## src/rtl/rx_ltssm_sequencer.sv

```systemverilog
// Receive-side LTSSM substate sequencer: Detect -> Polling -> Configuration -> Config.Idle.
// Optional trace outputs (trans_cnt, last_fail) are enabled by defining RX_LTSSM_TRACE_EN.
module rx_ltssm_sequencer #(
    parameter int unsigned DEVICETYPE      = 0,
    parameter int unsigned QUIET_CYCLES    = 16,
    parameter int unsigned POLL_ACTIVE_CNT = 8,
    parameter int unsigned POLL_CFG_CNT    = 8,
    parameter int unsigned CFG_CNT         = 2,
    parameter int unsigned TIMEOUT_CYCLES  = 24000,
    parameter int unsigned TMR_W           = 16
) (
    input  logic       clk,
    input  logic       reset,
    input  logic       enable,
    input  logic       rx_detected,
    input  logic       countup,
    input  logic       resetcounter,
    output logic [3:0] substate,
    output logic       chk_reset_n,
    output logic [4:0] consec_cnt,
    output logic       timeout_err,
    output logic       linkup
`ifdef RX_LTSSM_TRACE_EN
   ,output logic [7:0] trans_cnt,
    output logic [3:0] last_fail
`endif
);

    typedef enum logic [3:0] {
        StDquiet    = 4'd0,
        StDactive   = 4'd1,
        StPactive   = 4'd2,
        StPcfg      = 4'd3,
        StLwstart   = 4'd4,
        StLwaccept  = 4'd5,
        StLnwait    = 4'd6,
        StLnaccept  = 4'd7,
        StCcomplete = 4'd8,
        StCidle     = 4'd9
    } state_e;

    localparam logic [4:0]       PaTarget  = 5'(POLL_ACTIVE_CNT);
    localparam logic [4:0]       PcTarget  = 5'(POLL_CFG_CNT);
    localparam logic [4:0]       CfgTarget = 5'(CFG_CNT);
    localparam logic [TMR_W-1:0] QuietLast = TMR_W'(QUIET_CYCLES - 1);
    localparam logic [TMR_W-1:0] ToLast    = TMR_W'(TIMEOUT_CYCLES - 1);

    state_e           state_q, state_d, adv_state;
    logic [TMR_W-1:0] timer_q, timer_d;
    logic [4:0]       cnt_q, cnt_d;
    logic [4:0]       target;
    logic             cnt_met;
    logic             state_change;
    logic             chk_rst_n_q;
    logic             timeout_q, timeout_d;
    logic             linkup_q;

    // Per-state count target and successor for the count-driven states.
    always_comb begin
        target    = CfgTarget;
        adv_state = StDquiet;
        case (state_q)
            StPactive: begin
                target    = PaTarget;
                adv_state = StPcfg;
            end
            StPcfg: begin
                target    = PcTarget;
                adv_state = StLwstart;
            end
            StLwstart:   adv_state = (DEVICETYPE == 1) ? StLwaccept : StLnwait;
            StLwaccept:  adv_state = StLnwait;
            StLnwait:    adv_state = StLnaccept;
            StLnaccept:  adv_state = StCcomplete;
            StCcomplete: adv_state = StCidle;
            default:     adv_state = StDquiet;
        endcase
    end

    assign cnt_met = (cnt_q >= target);

    // Next-state: enable low beats count target, which beats timeout.
    always_comb begin
        state_d   = state_q;
        timeout_d = 1'b0;
        if (!enable) begin
            state_d = StDquiet;
        end else begin
            case (state_q)
                StDquiet: begin
                    if (timer_q == QuietLast) state_d = StDactive;
                end
                StDactive: state_d = rx_detected ? StPactive : StDquiet;
                StCidle:   state_d = StCidle;
                StPactive, StPcfg, StLwstart, StLwaccept, StLnwait, StLnaccept, StCcomplete: begin
                    if (cnt_met) begin
                        state_d = adv_state;
                    end else if (timer_q == ToLast) begin
                        state_d   = StDquiet;
                        timeout_d = 1'b1;
                    end
                end
                default: state_d = StDquiet;
            endcase
        end
    end

    // Timer and consecutive-count next values.
    always_comb begin
        state_change = (state_d != state_q);

        timer_d = timer_q;
        if (state_change || (state_q == StDquiet && !enable)) begin
            timer_d = '0;
        end else if (timer_q != '1) begin
            timer_d = timer_q + 1'b1;
        end

        cnt_d = cnt_q;
        if (state_change || !chk_rst_n_q || !resetcounter) begin
            cnt_d = '0;
        end else if (countup && cnt_q != 5'd31) begin
            cnt_d = cnt_q + 5'd1;
        end
    end

    always_ff @(posedge clk or negedge reset) begin
        if (!reset) begin
            state_q     <= StDquiet;
            timer_q     <= '0;
            cnt_q       <= '0;
            chk_rst_n_q <= 1'b0;
            timeout_q   <= 1'b0;
            linkup_q    <= 1'b0;
        end else begin
            state_q     <= state_d;
            timer_q     <= timer_d;
            cnt_q       <= cnt_d;
            chk_rst_n_q <= !state_change;
            timeout_q   <= timeout_d;
            linkup_q    <= (state_d == StCidle);
        end
    end

    assign substate    = state_q;
    assign chk_reset_n = chk_rst_n_q;
    assign consec_cnt  = cnt_q;
    assign timeout_err = timeout_q;
    assign linkup      = linkup_q;

`ifdef RX_LTSSM_TRACE_EN
    logic [7:0] trans_cnt_q;
    logic [3:0] last_fail_q;

    always_ff @(posedge clk or negedge reset) begin
        if (!reset) begin
            trans_cnt_q <= '0;
            last_fail_q <= '0;
        end else begin
            if (state_change) trans_cnt_q <= trans_cnt_q + 8'd1;
            if (timeout_d)    last_fail_q <= state_q;
        end
    end

    assign trans_cnt = trans_cnt_q;
    assign last_fail = last_fail_q;
`endif

endmodule

```

## config.mk

```make
export PLATFORM = sky130hd
export DESIGN_NAME = rx_ltssm_sequencer
export DESIGN_NICKNAME = d
export VERILOG_FILES = /design/src/rtl/rx_ltssm_sequencer.sv
export SDC_FILE = /design/constraint.sdc
export NUM_CORES = 1
export LEC_CHECK = 0
export BUFFER_PORTS_ARGS = -buffer_cell sky130_fd_sc_hd__buf_2
export CAP_MARGIN = 0
export CORE_MARGIN = 1.5
export CORE_UTILIZATION = 55
export DETAILED_ROUTE_END_ITERATION = 7
export GPL_ROUTABILITY_DRIVEN = 0
export PLACE_DENSITY = 0.78
export SYNTH_ARGS = -nofsm -noshare
export SYNTH_HDL_FRONTEND = slang
export SYNTH_SLANG_ARGS = --single-unit
```

## constraint.sdc

```tcl
create_clock -name clk -period 7.1 [get_ports clk]
set_input_delay 1.775 -clock clk [delete_from_list [all_inputs] [get_ports clk]]
set_output_delay 1.775 -clock clk [all_outputs]
set_load 0.02 [all_outputs]
```

**Word-level counts from Yosys, hierarchy flattened**

Cells that the tools add are included.

- Bits of input ports: 6
- Bits in registers: 28
- Output and inout bits: 12

- Add/sub/neg operators: 2
- Reductions and logical operators: 15
- Equality and inequality tests: 15
- $lt $le $gt $ge: 1
- Multiplexer cells: 16

Operators by type and width:

| cell | count |
|---|---|
| 16-bit 2-to-1 mux | 2 |
| 4-bit case mux with 6 select lines | 1 |
| 4-bit 2-to-1 mux | 5 |
| 16-bit by 1-bit adder with 16-bit output (second input constant) | 1 |
| 16-bit by 15-bit == test with 1-bit output (second input constant) | 1 |
| 16-bit by 4-bit == test with 1-bit output (second input constant) | 1 |
| 4-bit by 3-bit == test with 1-bit output (second input constant) | 4 |
| 16-bit != test (second input constant) | 1 |
| 4-bit case mux with 4 select lines | 1 |
| 4-bit == test (second input constant) | 3 |
| 5-bit 2-to-1 mux | 2 |
| 4-bit by 2-bit == test with 1-bit output (second input constant) | 2 |
| 7-bit OR reduction | 1 |
| 5-bit by 1-bit adder with 5-bit output (second input constant) | 1 |
| 5-bit greater-or-equal comparator | 1 |
| 5-bit != test (second input constant) | 1 |
| 4-bit by 1-bit == test with 1-bit output (second input constant) | 1 |
| 1-bit zero test | 4 |
| 4-bit zero test | 1 |
| 1-bit 2-to-1 mux | 4 |
| 4-bit != test | 1 |
| 2-bit nonzero test | 2 |
| 2-bit OR reduction | 2 |
| 1-bit logical OR | 3 |
| 2 further kinds | 3 |

**Longest topological paths before layout**

Gate-level depths: netlist (run 1).

- Depth in word-level cells: 11
- Depth in mapped cells: 10
- Gate-level depth less buffers: 8

**Worst setup path after synthesis (run 1)**

No wires, ideal clock.

- Path kind: input -> register
- Start point: input port enable
- End point: register timer_q[10]
- Data arrival time: 3,202 ps
- Stages: 7
- Setup time: 96 ps
- Path slack: 3,803 ps
- Buffers on the path: 2
- Required time: 7,004 ps
- Path through: buf_1 and4b_1 a311oi_1 a31oi_1 a211o_1 buf_2 nor4_2

- Cells in the longest elaborated chain, start to end: 4
- Elaborated cells on any way between the ends: 7
- Those cells by class: 1 x eq/ne; 2 x mux; 4 x reduce/logical

RTL lines:

| element | RTL line | RTL |
|---|---|---|
| start: declaration | 14 | `input logic enable,` |
| 4-bit 2-to-1 mux or 1-bit zero test (tied branches) | 86, 113 |  |
| 4-bit != test or 1-bit logical AND (tied branches) | 110, 113 |  |
| 1-bit logical OR (*) | 113 | `if (state_change \|\| (state_q == StDquiet && !enable)) begin` |
| 16-bit 2-to-1 mux or 2-bit nonzero test (tied branches) | -- |  |
| end signal: assignment | 137 | `timer_q <= timer_d;` |
| end: declaration | 49 | `logic [TMR_W-1:0] timer_q, timer_d;` |

Every way passes the cells marked *; elsewhere a longest branch is shown, timed or not.
A chain may end at the register's enable or synchronous reset.

**Final worst setup path (run 1)**

- Start point: register state_q[3], in the netlist substate[3]
- End point: register timer_q[15]

- Cells in the longest elaborated chain, start to end: 10
- Elaborated cells on any way between the ends: 26
- Those cells by class: 1 x order compare; 10 x eq/ne; 8 x mux; 7 x reduce/logical

RTL lines:

| element | RTL line | RTL |
|---|---|---|
| start: declaration | 48 | `state_e state_q, state_d, adv_state;` |
| start signal: assignment | 129 | `state_q <= StDquiet;` |
| start signal: assignment | 136 | `state_q <= state_d;` |
| 4-bit by 2-bit == test with 1-bit output | 62, 89 |  |
| 2-bit OR reduction (no source line) | -- |  |
| 4-bit 2-to-1 mux | 62 | `case (state_q)` |
| 5-bit greater-or-equal comparator | 80 | `assign cnt_met = (cnt_q >= target);` |
| 4-bit 2-to-1 mux | 96 | `if (cnt_met) begin` |
| 4-bit case mux with 4 select lines | 89 | `case (state_q)` |
| 4-bit 2-to-1 mux | 86 | `if (!enable) begin` |
| 4-bit != test | 110 | `state_change = (state_d != state_q);` |
| 1-bit logical OR (*) | 113 |  |
| 16-bit 2-to-1 mux or 2-bit nonzero test (tied branches) | -- |  |

Marked as above.

==> flow_metrics.tcl, run 1 <==
set metrics [dict create \
    die_y_microns 61.7 \
    drt-initial-drc-count 263 \
    avgRoutedWirePerCell_microns 15.4 \
    io_buffers 17 \
    die_w_microns 61.7 \
    crit_type "reg2reg" \
    cts_tree "yes" \
    cts_resized 0 \
    synth_edf_count 0 \
    syn_inst 201 \
    outcome "finished, final reports clean" \
    netlist_area_sq_mm 0.00189 \
    syn_area_per_cell_sq_um 9.42 \
    antennaDiodeCount 0 \
    critPathCaptureType "register" \
    cts-hold-fix-buffers 0 \
    synth.most_common_cell "dfrtp_1" \
    critical_path_arrival_ps 3700 \
    cts_setup_buffers 0 \
    num_vias 1636 \
    min_path_type "reg2reg" \
    cap_violations 0 \
    track_usage_pct 22.4 \
    final_cells 257 \
    die_area_sq_mm 0.00380 \
    hold-path-cell-count 2 \
    gr-total-overflow 0 \
    cts_buffers 3 \
    period_minus_slack_ps 3530 \
    layout.nets 222 \
    timing.rr.end "timer_q[15]$_DFFE_PN0P_" \
    synth_top_cell_area_share_pct 37.0 \
    cp-start-kind "register" \
    drive_gt1_share_pct 19.4 \
    clkLatencyLatePin_ps 340 \
    synthTopCellsByCount "dfrtp_1, nor4_2, nor2_1" \
    finClkSkew_ps 10.7 \
    worstReg2RegStart "substate[3]$_DFF_PN0_" \
    ys_ff_latch 28 \
    areaGrowthSynthToFinish_pct 6.34 \
    clk_pin_slew_ps 150 \
    r2r_cells 8 \
    regToRegSetupSlack_ps 3570 \
    antenna_left 0 \
    avgViaCountPerCell 6.37 \
    rows 21 \
    ios 18 \
    dp_hpwl_mm 2.89 \
    fmax_ghz 0.283 \
    peakVddDrop_mv 0.0715 \
    start_util_pct 57.2 \
    core_sq_mm 0.00331 \
    setup_tns_ps 0 \
    dp.cells 253 \
    slew_violations 0 \
    cts.htree.levels 1 \
    hold_end "timer_q[0]$_DFFE_PN0P_" \
    clock-sinks 28 \
    min_period_over_period_pct 49.8 \
    async_flop_share_pct 100 \
    min_from "timer_q[0]$_DFFE_PN0P_" \
    setup_viol 0 \
    crit_required_ps 7270 \
    synth_nets 211 \
    yosysSeqAreaShare_pct 37.0 \
    antenna_found_initial 0 \
    utilization_pct 60.8 \
    grt_pass1_wl_mm 6.38 \
    worstPathMaxFanout 22 \
    yosysTopAreaCell "dfrtp_1" \
    ys_types 49 \
    root_buffer "clkbuf_4" \
    rsz0062_at_grt "no" \
    relSlewSlack_pct 18.2 \
    cts_max_path_buffers 2 \
    grt_max_degree 29 \
    ys_warn_count 0 \
    powerDensity_mw_per_mm2 133 \
    drt_wl_total_mm 3.96 \
    synth_area_leaders "dfrtp_1, nor4_2, nor4_1, xor2_1, nor2_1" \
    worstMarginPinSlew_ps 1230 \
    power_leakage_uw 0.000803 \
    hold_viol_final 0 \
    grt_pass1_vias 1469 \
    drc 0 \
    synth_ff_type "dfrtp_1" \
    firstDrtPassIters 4 \
]
==> cells in the final DEF, fill, tap and decap left out, types with 2 or more instances in the layout <==
cell type and count:
xor2_1 8, a21oi_1 7, o21ai_0 10, and2_1 3
nor3_1 7, and3_1 3, o21ai_1 3, buf_2 17
o211ai_1 2, mux2i_1 4, xnor2_1 2, nor4_1 12
a211o_1 2, ha_1 4, inv_1 4, nor2b_1 4
dfrtp_1 28, nor2_1 14, clkbuf_4 3, or4_1 2
nand3_1 9, and4b_1 2, nand2_1 12, nand4b_1 2
nand4_1 8, nor4_2 16
==> sequential cells by signal, summed over array words and instances (netlist names) <==
| name | cells |
|---|---|
| consec_cnt | 5 |
| chk_reset_n | 1 |
| linkup | 1 |
| timeout_err | 1 |
| timer_q | 16 |
| substate | 4 |
==> critical path, stage by stage, from the launching register on <==
cell and delay [ps]:
dfrtp_1 580, nor2_1 210, nand2_1 80, ha_1 300, nor4bb_1 680, or4_4 270, o211a_1 170, a2bb2oi_2 900
nor4_1 180
==> final cells by class <==
cell class | count | area, sq um
fillers | 299 | 1300
multi-input cells | 157 | 1110
flip-flops and latches | 28 | 701
repair buffers | 18 | 92.6
well taps | 46 | 57.6
clock buffers | 4 | 36.3
inverters | 4 | 15.0
==> worst max path at each step <==
stage | start | endpoint | slack (ps) | depth (start not counted)
4_1_cts | substate[3]$_DFF_PN0_ | timer_q[15]$_DFFE_PN0P_ | 3650 | 8
6_report | substate[3]$_DFF_PN0_ | timer_q[15]$_DFFE_PN0P_ | 3570 | 8
3_3_place_gp | enable | timer_q[0]$_DFFE_PN0P_ | 3540 | 6
2_1_floorplan | enable | timer_q[10]$_DFFE_PN0P_ | 3800 | 7
5_1_grt | substate[3]$_DFF_PN0_ | timer_q[15]$_DFFE_PN0P_ | 3370 | 8
3_5_place_dp | enable | timer_q[15]$_DFFE_PN0P_ | 3420 | 6
==> power breakdown <==
group	leakage [uW]	internal [uW]	total, uW	switching, uW
clock	0.0000210	31.5	77.5	46.0
combinational	0.000400	9.07	25.2	16.2
sequential	0.000382	162	165	3.04
==> routing by layer <==
| metal | part of all wire (%) | global-route usage, % | vias up | wire (microns) |
|---|---|---|---|---|
| met5 | 0 | 0 | - | 0 |
| li1 | - | - | 790 | - |
| met1 | 43 | 29.2 | 772 | 1700 |
| met3 | 4.9 | 3.36 | 13 | 194 |
| met4 | 2.9 | 11.2 | 0 | 114 |
| met2 | 49 | 36.2 | 61 | 1960 |
==> metrics by stage <==
step | power [uW] | hold WS (ps) | setup WS [ps] | instance area, sq um
after floorplan | 184 | 553 | 3800 | 1890
after global placement | 192 | 574 | 3540 | 1980
after detailed placement | 194 | 571 | 3420 | 1980
after CTS | 270 | 599 | 3650 | 2010
after global routing | 277 | 627 | 3370 | 2010
final | 268 | 605 | 3570 | 2010
==> cell families (layout without fill, tap and decap cells) <==
family / Yosys count / count (layout) / synth area share [%]
and+or+nand+nor: 101 / 101 / 35.2
AOI/OAI and AO/OA: 36 / 36 / 12.6
DFF: 28 / 28 / 37.0
buffers and inverters: 16 / 26 / 4.63
xor gates and xnor gates: 10 / 10 / 4.63
adders and majority gates: 5 / 5 / 3.17
muxes: 5 / 5 / 2.71
Power figures use the tool's default switching activity.
==> run 2, diff against run 1 <==
Clock period 7.1 ns to 3.6 ns, I/O delays scaled along.
==> run 2 against run 1 <==
Fmax up 9.8%; via count up 2.2%; hold slack worse by 62 ps; global-route usage up 1.9 points; utilization up 0.23 points; sequential power up 98%; setup slack worse by 3200 ps; clock power up 110%; non-clock buffer count up 1; critical endpoint is now consec_cnt[1]$_DFFE_PN0P_.
==> flow_metrics.tcl, run 2 (synthesized netlist as in run 1, its figures left out) <==
set metrics [dict create \
    areaGrowthSynthToFinish_pct 6.74 \
    root_buffer "clkbuf_4" \
    cts-hold-fix-buffers 0 \
    antenna_found_initial 0 \
    rsz0062_at_grt "no" \
    largest_reg_flops 16 \
    cts_buffers 3 \
    layout.nets 223 \
    critical_path_arrival_ps 3420 \
    largest-register "timer_q" \
    worstPathCellList "nor2_1 -> nand2_1 -> ha_1 -> nor4bb_1 -> nor4_2 -> a31oi_1 -> a211o_1 -> nor4_1" \
    start_util_pct 57.2 \
    firstDrtPassIters 7 \
    cap_violations 0 \
    final_cell_mix "dfrtp_1, buf_2, nor4_2" \
    cts_setup_buffers 0 \
    grt_pass1_wl_mm 6.95 \
    crit_slowest_cell "a211o_1" \
    clk_pin_slew_ps 150 \
    cp-start-kind "register" \
    rows 21 \
    cts.htree.levels 1 \
    io_buffers 17 \
    regToRegSetupSlack_ps 380 \
    setup_ws_ps 381 \
    worstPathMaxFanout 22 \
    power_leakage_uw 0.000808 \
    worstReg2RegStart "substate[3]$_DFF_PN0_" \
    place_worst_setup_slack_ps 476 \
    core_sq_mm 0.00331 \
    powerDensity_mw_per_mm2 265 \
    timing.rr.end "consec_cnt[1]$_DFFE_PN0P_" \
    worstMarginPinSlew_ps 897 \
    p_sw_share_pct 25.3 \
    grt_pass1_vias 1573 \
    drive_gt1_share_pct 19.8 \
    antennaDiodeCount 0 \
    peakVddDrop_mv 0.180 \
    avgRoutedWirePerCell_microns 16.1 \
    final_common_cell "dfrtp_1" \
    clock-sinks 28 \
    hold_viol_final 0 \
    gr-total-overflow 0 \
    drt-initial-drc-count 185 \
    dp_hpwl_mm 3.01 \
    r2r_cells 8 \
    drt_wl_total_mm 4.14 \
    track_usage_pct 24.3 \
    comb_power_share_pct 9.4 \
    slew_violations 0 \
    setup_viol 0 \
    fmax_ghz 0.311 \
    min_period_over_period_pct 89.4 \
    relSlewSlack_pct 40.2 \
    antenna_left 0 \
    ios 18 \
    period_minus_slack_ps 3220 \
    seqPwrFrac_pct 60.9 \
    pwr-share-clk_pct 29.7 \
    crit_path_max_incr_delay_ps 720 \
    num_vias 1672 \
    grt_max_degree 29 \
    intPower_uw 400 \
    avgViaCountPerCell 6.48 \
    crit_type "reg2reg" \
    min_path_type "in2async" \
    cts_tree "yes" \
    cts_max_path_buffers 2 \
    die_y_microns 61.7 \
    p_sw_uw 135 \
    cts_resized 0 \
    outcome "finished, final reports clean" \
    setup_tns_ps 0 \
    die_w_microns 61.7 \
    clkLatencyLatePin_ps 340 \
    drc 0 \
    finClkSkew_ps 8.77 \
    die_area_sq_mm 0.00380 \
    critPathCaptureType "register" \
    crit_required_ps 3800 \
]
-- run 2: how the worst max path moves through the flow --
stage | start | to | cells past startpoint
floorplan | substate[3]$_DFF_PN0_ | timer_q[0]$_DFFE_PN0P_ | 10
global placement | substate[3]$_DFF_PN0_ | consec_cnt[0]$_DFFE_PN0P_ | 8
detailed placement | substate[3]$_DFF_PN0_ | consec_cnt[1]$_DFFE_PN0P_ | 8
CTS | substate[3]$_DFF_PN0_ | consec_cnt[1]$_DFFE_PN0P_ | 8
global route | substate[3]$_DFF_PN0_ | consec_cnt[1]$_DFFE_PN0P_ | 8
finish | substate[3]$_DFF_PN0_ | consec_cnt[1]$_DFFE_PN0P_ | 8
-- run 2: cell type report --
type                            instances  area [sq um]
Clock buffer                            4          36.3
Fill cell                             303          1290
Inverter                                4          15.0
Multi-Input combinational cell        157          1110
Sequential cell                        28           701
Tap cell                               46          57.6
Timing Repair Buffer                   19           100
-- run 2: power by group through the flow --
| stage | combinational, uW | clock, uW | sequential [uW] |
|---|---|---|---|
| 2_1_floorplan | 28.1 | 0 | 334 |
| 3_3_place_gp | 47.4 | 0 | 331 |
| 3_5_place_dp | 50.3 | 0 | 332 |
| 4_1_cts | 50.7 | 160 | 326 |
| 5_1_grt | 56.4 | 172 | 327 |
| 6_report | 50.5 | 159 | 326 |
-- run 2: metrics by stage --
| step | total power (uW) | std cells | hold slack, ps | area [sq um] | utilization [%] |
|---|---|---|---|---|---|
| 4_1_cts | 536 | 258 | 579 | 2020 | 61.0 |
| 3_3_place_gp | 379 | 254 | 577 | 1980 | 59.9 |
| 5_1_grt | 555 | 258 | 594 | 2020 | 61.0 |
| 6_report | 535 | 258 | 543 | 2020 | 61.0 |
| 3_5_place_dp | 382 | 254 | 576 | 1980 | 59.9 |
| 2_1_floorplan | 362 | 201 | 553 | 1890 | - |
-- run 2: critical path, delay by kind of cell, from the launching register on --
family                     cells  cell delay [ps]
AOI/OAI and AO/OA              2              930
adders and majority gates      1              310
DFF                            1              580
and+or+nand+nor                5             1240
-- run 2: per-layer routing --
metal  vias to the layer above  wire (microns)  part of all wire, %  global-route usage [%]
li1                        793               -                    -                       -
met1                       807            1780                   43                    30.8
met2                        58            2070                   50                    42.7
met3                        14             197                  4.8                    2.10
met4                         0              94                  2.3                    9.73
met5                         -               0                    0                       0
==> run 3, diff against run 2 <==
Settings changed: CORE_UTILIZATION 55 to 53.
Clock period 3.6 ns to 2.79 ns, I/O delays scaled along.
==> run 3 against run 2 <==
Clock skew down 3.2 ps; clock-buffer cell count shrank 1; fmax rose by 25%; combinational power up 31%; final cell count increased by 1.9%; global-route usage is 3.0 points lower; sequential power rose by 29%; sequential cell count unchanged; via count fell by 1.1%; hold slack got worse by 180 ps; final area rose by 3.9%; die area increased by 3.6%.
==> flow_metrics.tcl, run 3 (synthesized netlist as in run 1, its figures left out) <==
set metrics [dict create \
    outcome "finished, final reports clean" \
    clkLatencyLatePin_ps 330 \
    period_minus_slack_ps 2570 \
    worstMarginPinSlew_ps 622 \
    worstPathMaxFanout 22 \
    peakVddDrop_mv 0.218 \
    worstPathCellList "nor2_1 -> nand2_1 -> ha_1 -> nor4bb_1 -> or4_4 -> o211a_1 -> a2bb2oi_2 -> buf_12 -> nor4_1" \
    grt_pass1_vias 1525 \
    ff_latch_area_sq_um 701 \
    drive_gt1_share_pct 21.7 \
    min_path_type "in2async" \
    worstReg2RegStart "substate[2]$_DFF_PN0_" \
    drt_wl_total_mm 3.95 \
    die_w_microns 62.8 \
    final_area_sq_mm 0.00210 \
    regToRegSetupSlack_ps 220 \
    setup_tns_ps 0 \
    rsz0062_at_grt "no" \
    io_buffers 17 \
    cp.depth 9 \
    start_util_pct 55.9 \
    final_cell_mix "dfrtp_1, buf_2, nor4_2" \
    avgViaCountPerCell 6.29 \
    drt-initial-drc-count 120 \
    areaGrowthSynthToFinish_pct 10.9 \
    grt_pass1_wl_mm 6.96 \
    crit_path_max_incr_delay_ps 510 \
    cts-hold-fix-buffers 0 \
    crit_type "reg2reg" \
    clock-sinks 28 \
    cts_setup_buffers 0 \
    place_worst_setup_slack_ps 211 \
    cts_tree "yes" \
    worst-path-buf-inv 1 \
    multi_input_area_sq_mm 0.00111 \
    cp-start-kind "register" \
    layout.nets 228 \
    track_usage_pct 21.4 \
    clk_pin_slew_ps 150 \
    cts_max_path_buffers 2 \
    die_area_sq_mm 0.00394 \
    critPathCaptureType "register" \
    fmax_ghz 0.389 \
    ios 18 \
    hold_viol_final 0 \
    cap_violations 0 \
    timing.rr.end "timer_q[15]$_DFFE_PN0P_" \
    firstDrtPassIters 4 \
    setup_viol 0 \
    rows 21 \
    antennaDiodeCount 0 \
    crit_slowest_cell "or4_4" \
    core_sq_mm 0.00339 \
    avgRoutedWirePerCell_microns 15.0 \
    n_fill_cell 285 \
    power_leakage_uw 0.000846 \
    antenna_found_initial 0 \
    cts.htree.levels 1 \
    slew_violations 0 \
    utilization_pct 61.9 \
    setup_ws_ps 221 \
    die_y_microns 62.8 \
    placed_area_sq_mm 0.00205 \
    drc 0 \
    grt_max_degree 29 \
    final_common_cell "dfrtp_1" \
    largest-register "timer_q" \
    powerDensity_mw_per_mm2 359 \
    cts_buffers 3 \
    dp_hpwl_mm 2.87 \
    relSlewSlack_pct 58.5 \
    crit_required_ps 3010 \
    crit_family "simple AND/OR/NAND/NOR gates" \
    root_buffer "clkbuf_4" \
    finClkSkew_ps 5.58 \
    num_vias 1654 \
    antenna_left 0 \
    r2r_cells 9 \
    gr-total-overflow 0 \
    critical_path_arrival_ps 2790 \
    p_total_uw 753 \
    min_period_over_period_pct 92.1 \
    largest_reg_flops 16 \
]
run 3: layout make-up:
cell class                 count  area share (%)
clock inverter                 1            1.43
timing repair buffer          24            7.75
multi-input combinational    157            52.9
sequential                    28            33.4
inverter                       4           0.715
tap                           46            2.74
clock buffer                   3            1.07
run 3: worst max path at each step:
stage,startpoint,to
CTS,substate[2]$_DFF_PN0_,timer_q[15]$_DFFE_PN0P_
global placement,substate[2]$_DFF_PN0_,timer_q[1]$_DFFE_PN0P_
global route,substate[2]$_DFF_PN0_,timer_q[15]$_DFFE_PN0P_
finish,substate[2]$_DFF_PN0_,timer_q[15]$_DFFE_PN0P_
floorplan,substate[3]$_DFF_PN0_,timer_q[0]$_DFFE_PN0P_
detailed placement,substate[2]$_DFF_PN0_,timer_q[15]$_DFFE_PN0P_
run 3: repair_timing:
action,CTS,global route
endpoints found under the setup margin,0,1
endpoints found under the hold margin,0,0
gates resized for setup,0,0
run 3: worst reg2reg max path, delay by kind of cell (launching register included):
family / cells / cell delay (ps)
adder cells (fa/ha/maj): 1 / 280
AND/OR/NAND/NOR: 5 / 1240
flip-flops: 1 / 410
AO/OA/AOI/OAI: 2 / 380
buffers and inverters: 1 / 170
run 3: report_power, final:
group          switching, uW  internal (uW)
Sequential              7.89            413
Clock                    121            145
Combinational           40.7           25.5
Total                    169            583
run 3: layer usage:
layer | vias to the layer above | global-route usage [%] | wire length, microns
met2 | 50 | 37.4 | 1990
met4 | 0 | 5.28 | 17
met1 | 790 | 27.9 | 1770
met3 | 2 | 2.88 | 168
met5 | - | 0 | 0
li1 | 812 | - | -
run 3: per-stage QoR:
step,hold slack [ps],instances
after floorplan,402,201
after global placement,543,259
after detailed placement,543,259
after CTS,372,263
after global routing,397,263
final,358,263
